[config.mk]
export PLATFORM = sky130hd
export DESIGN_NAME = pwm_ramp_ctrl
export DESIGN_NICKNAME = d
export VERILOG_FILES = /design/src/rtl/pwm_ramp_ctrl.sv
export SDC_FILE = /design/constraint.sdc
export NUM_CORES = 1
export LEC_CHECK = 0
export ABC_AREA = 1
export CAP_MARGIN = 10
export CORE_MARGIN = 2
export CORE_UTILIZATION = 38
export DETAILED_ROUTE_END_ITERATION = 10
export GPL_TIMING_DRIVEN = 0
export PLACE_DENSITY = 0.68
export SLEW_MARGIN = 20
export SYNTH_ARGS = -nofsm -noshare
export SYNTH_HDL_FRONTEND = slang
export SYNTH_SLANG_ARGS = --single-unit
[constraint.sdc]
create_clock -name i_clk -period 2.6 [get_ports i_clk]
set_clock_uncertainty 0.15 [all_clocks]
set_input_delay 0.39 -clock i_clk [delete_from_list [all_inputs] [get_ports i_clk]]
set_output_delay 0.39 -clock i_clk [all_outputs]
set_load 0.1 [all_outputs]
[src/rtl/pwm_ramp_ctrl.sv]
// Duty-cycle scheduler: arbitrates host target loads against manual inc/dec strobes and
// ramps the PWM duty toward the target one step per STEP_PERIODS period boundaries.
module pwm_ramp_ctrl #(
   parameter int MAX_DUTY     = 10,
   parameter int RESET_DUTY   = 5,
   parameter int STEP_PERIODS = 4,
   parameter int DUTY_W       = 4
) (
   input  logic              i_clk,
   input  logic              i_rst_n,
   input  logic [DUTY_W-1:0] i_target,
   input  logic              i_target_valid,
   output logic              o_target_ready,
   input  logic              i_inc,
   input  logic              i_dec,
   input  logic              i_period_start,
   output logic [DUTY_W-1:0] o_duty,
   output logic              o_busy,
   output logic              o_at_target
);

   localparam int                CNT_W    = (STEP_PERIODS > 1) ? $clog2(STEP_PERIODS) : 1;
   localparam logic [DUTY_W-1:0] MAX_D    = DUTY_W'(MAX_DUTY);
   localparam logic [DUTY_W-1:0] RST_D    = DUTY_W'(RESET_DUTY);
   localparam logic [DUTY_W-1:0] ONE_D    = DUTY_W'(1);
   localparam logic [CNT_W-1:0]  CNT_LAST = CNT_W'(STEP_PERIODS - 1);

   typedef enum logic {
      IDLE = 1'b0,
      RAMP = 1'b1
   } state_t;

   state_t            state;
   logic [DUTY_W-1:0] target;
   logic [CNT_W-1:0]  step_cnt;

   logic              req_valid;
   logic [DUTY_W-1:0] req_target;
   logic [DUTY_W-1:0] step_duty;

   // NOTE: every signal gets a default at the top of the block so no path can infer a latch.
   always_comb begin
      req_valid  = 1'b0;
      req_target = o_duty;
      if (i_target_valid) begin
         // Host wins outright; a same-cycle button strobe is simply dropped.
         req_valid  = 1'b1;
         req_target = (i_target > MAX_D) ? MAX_D : i_target;
      end else if (i_inc && !i_dec && (o_duty < MAX_D)) begin
         req_valid  = 1'b1;
         req_target = o_duty + ONE_D;
      end else if (i_dec && !i_inc && (o_duty != '0)) begin
         req_valid  = 1'b1;
         req_target = o_duty - ONE_D;
      end
      step_duty = (target > o_duty) ? (o_duty + ONE_D) : (o_duty - ONE_D);
   end

   // NOTE: sequential state uses non-blocking assignments so all registers update together.
   always_ff @(posedge i_clk or negedge i_rst_n) begin
      if (!i_rst_n) begin
         state    <= IDLE;
         o_duty   <= RST_D;
         target   <= RST_D;
         step_cnt <= '0;
      end else begin
         case (state)
            IDLE: begin
               if (req_valid) begin
                  target <= req_target;
                  if (req_target != o_duty) begin
                     state    <= RAMP;
                     step_cnt <= '0;
                  end
               end
            end
            RAMP: begin
               // Duty moves only right after a period wrap, so the comparator never glitches.
               if (i_period_start) begin
                  if (step_cnt == CNT_LAST) begin
                     step_cnt <= '0;
                     o_duty   <= step_duty;
                     if (step_duty == target) state <= IDLE;
                  end else begin
                     step_cnt <= step_cnt + 1'b1;
                  end
               end
            end
            default: state <= IDLE;
         endcase
      end
   end

   assign o_target_ready = (state == IDLE);
   assign o_busy         = (state == RAMP);
   assign o_at_target    = (o_duty == target);

endmodule

# Word-level counts from Yosys, hierarchy flattened
# Index checks and enable logic that the tools add are counted.
# Widths: inputs -> output; s select.
dict set report totals {
  ff_bits 11
  input_bits 10
  out_inout_bits 7
  word_cells 47
}
dict set report classes {
  addsub 3
  magnitude_cmp 3
  eq_ne 7
  mux 19
  bitwise_logic 1
  n_reduce_logical 10
}
# operator count
set ops {}
lappend ops {{$mux 4} 5}
lappend ops {{$eq 4x4->1} 2}
lappend ops {{$mux 1} 8}
lappend ops {{$mux 2} 4}
lappend ops {{$reduce_and 3->1} 2}
lappend ops {{$add 4x1->4 const B} 1}
lappend ops {{$gt 4x4->1} 1}
lappend ops {{$gt 4x4->1 const B} 1}
lappend ops {{$logic_and 1x1->1} 4}
lappend ops {{$lt 4x4->1 const B} 1}
lappend ops {{$ne 2x1->1 const B} 2}
lappend ops {{$ne 4x4->1} 1}
lappend ops {{$pmux 2 s2} 1}
lappend ops {{$reduce_bool 4->1} 1}
lappend ops {{$sub 4x1->4 const B} 1}
lappend ops {{$add 2x1->2 const B} 1}
lappend ops {{$eq 2x2->1 const B} 1}
lappend ops {{$logic_not 1->1} 2}
lappend ops {{$ne 2x2->1 const B} 1}
lappend ops {{$pmux 1 s2} 1}
lappend ops {{$reduce_and 2->1} 1}
lappend ops {{$not 1->1} 1}

# Depth between registers and ports, before layout
dict set report logic_depth {
  ltp_word 10
  depth_mapped 15
  ltp_nobuf 14
}

# Worst setup path before layout
# Ideal clock, no wire load.
dict set report synth_path {
  path_kind {register -> output}
  from {register o_duty[1]}
  to {output port o_at_target}
  t_arrival_ns 2.331
  required_ns 2.060
  path_slack_ns -0.271
  stages_incl_launch_ff 5
  n_path_buf 0
  path_cell_list {dfrtp_1 inv_1 ha_1 nand3_1 inv_1}
}
dict set report synth_between {
  elab_chain_cells 1
}
# item line_no
set synth_lines {}
lappend synth_lines {{from (decl)} 17} ;# output logic [DUTY_W-1:0] o_duty,
lappend synth_lines {{from (signal assigned)} 82} ;# o_duty <= step_duty;
lappend synth_lines {{$eq 4x4->1} 96} ;# assign o_at_target = (o_duty == target);
lappend synth_lines {{to (decl)} 19} ;# output logic o_at_target
# No other way between the ends.

# Worst setup path in the final report
dict set report layout_path {
  from {register o_duty[2]}
  to {output port o_duty[2]}
}
# No word-level cell between the ends.

==> qor.yml <==
cells_and_area:
  diodes: 0
  final_cells: 216
  ff_latch_area_um2: 288
  synthToLayoutAreaGrowth_pct: 21.4
  layout-drive-gt1-share_pct: 16.8
  utilization_pct: 48.5
  layout.nets: 203
  multi_input_area_um2: 697
  n_fill_cell: 272
global_routing:
  antenna_found_initial: 0
  grt_first_pass_wirelength_um: 4630
  grt_overflow: 0
  grt_usage_pct: 17.8
  grt_max_degree: 12
  grt_pass1_vias: 1077
logic_synthesis:
  syn_area_per_cell_um2: 6.63
  synth_edf_count: 0
  synth-seq-cells: 11
  ys_seq_area_share_pct: 25.5
  yosysTopAreaCell: "nand2_1"
  synth_nets: 183
  async_flop_share_pct: 100
  yosysMostFrequentCell: "nand2_1"
  yosys-top-cells-count: "48 x nand2_1, 24 x nand3_1, 23 x inv_1"
  dominantRegCellSynth: "dfrtp_1"
  synth.area.top_cells: "nand2_1 16%, dfrtp_1 16%, nand3_1 11%"
  synth_top_cell_area_share_pct: 16.4
  syn_area_um2: 1100
  yosys_warnings: 0
  synth.distinct_cells: 29
  postSynthCellCount: 166
worst_hold_path:
  hp-class: "input port to asynchronous set/reset pin"
placement:
  gp_congestion: 0.823
  place_inst: 212
  port_buffers: 15
  pre_cts_ws_ns: -0.541
  place_hpwl_um: 2120
clock_network:
  cts.sinks: 11
  cts_root_buffer: "clkbuf_4"
  insertion_delay_ns: 0.26
  clock_path_buffers: 2
  cts_tree: "yes"
  holdBufCountCts: 0
  htree_levels: 1
  cts_setup_buffers: 0
  cts.clk_slew.worst_paths_ns: 0.07
  numCtsBuffers: 3
worst_setup_path:
  cp_max_fo: 2
  startpoint_type: "flip-flop"
  cp.arrival_ns: 2.00
  worst_path_max_delay_cell: "clkdlybuf4s50_1"
  crit_family: "buffers and inverters"
  cp.depth: 1
  ff2ff_path_depth: 13
  cp.required_ns: 2.06
  cp.buffers_inverters: 1
  max_stage_delay_ns: 1.12
  worstSetupPathType: "flip-flop to primary output"
  end_kind: "primary output"
  crit_chain: "clkdlybuf4s50_1"
die:
  fp-row-count: 19
  initial_core_util_pct: 39.9
  fp.dieW_um: 57.8
  die_area_um2: 3340
  core_um2: 2760
  dieHeight_um: 57.8
  pin_count: 17
drt:
  num_vias: 1140
  drt_iter0_markers: 31
  via_per_inst: 5.28
  first_pass_iters: 4
  wl_um: 2620
  drc: 0
  wl_per_cell_um: 12.1
  antenna_left: 0
timing:
  setup-violations-final: 0
  fin_crit_ns: 2.54
  rsz0062_at_grt: "no"
  fmax_mhz: 393
  finalHoldViolCount: 0
  slew_viol_final: 0
  setup_ws_ns: 0.0573
  worstMarginPinSlew_ns: 0.968
  post-route-period-util_pct: 97.8
  maxSlewHeadroom_pct: 35.3
flow_run:
  drv_cap: 0
run_status:
  status: "complete, no violations"
[sequential cells by signal (all words and copies together) (netlist names)]
register	count
o_duty	4
target	4
step_cnt	2
o_busy	1
[layout make-up]
cell class              instances  share of cell area (%)
plain buffers                   3                    2.06
clock buffers                   4                    1.97
inverters                      27                    8.15
multi-input cells             125                    52.2
flip-flops and latches         11                    21.5
well taps                      31                    2.90
repair buffers                 15                    11.2
[repair_timing]
action / 4_1_cts / 5_1_grt
gates cloned: 0 / 0
gates resized for setup: 7 / 2
endpoints found under the setup margin: 2 / 1
[through the flow]
| stage | hold slack (ns) | setup TNS [ns] | instance area [µm²] |
|---|---|---|---|
| 2_1_floorplan | -0.0556 | 0 | 1120 |
| 3_3_place_gp | 0.338 | -0.523 | 1310 |
| 3_5_place_dp | 0.345 | -0.541 | 1310 |
| 4_1_cts | 0.318 | 0 | 1330 |
| 5_1_grt | 0.330 | 0 | 1340 |
| 6_report | 0.311 | 0 | 1340 |
[kinds of logic after synthesis]
logic type | share of synthesized area, %
AND/OR/NAND/NOR | 37.4
AO/OA/AOI/OAI | 13.5
XOR/XNOR | 3.98
buffers and inverters | 11.7
adder cells (fa/ha/maj) | 7.95
flip-flops | 25.5
[path summary, 6_finish.rpt]
check                               startpoint           to  slack (ns)
worst max-delay path                 o_duty[2]    o_duty[2]        0.06
worst max register to register       o_duty[2]       o_busy        0.17
worst min-delay path                   i_rst_n    target[1]        0.31
worst min register to register     step_cnt[1]  step_cnt[1]        0.36
min in group i_clk              i_target_valid    target[0]        0.35
max in group asynchronous              i_rst_n       o_busy        1.62
[routing by layer]
layer / share of wire, % / track usage, %
met3: 5.4 / 4.91
met1: 46 / 23.0
met5: 0 / 0
met4: 0.65 / 1.66
met2: 48 / 30.7
[cells in the final DEF, fill, tap and decap left out, types with 4 or more instances in the layout]
cell type	instances
inv_1	21
ha_1	7
a21oi_1	6
clkdlybuf4s50_1	13
nand2_1	48
xor2_1	4
nand3_1	23
nand2_2	4
o21ai_1	5
dfrtp_1	4
o21ai_0	6
nor2_1	6
Power is left out: the tool's default activity adds up to more than one toggle a clock period on the data nets, which glitch-free logic cannot reach.
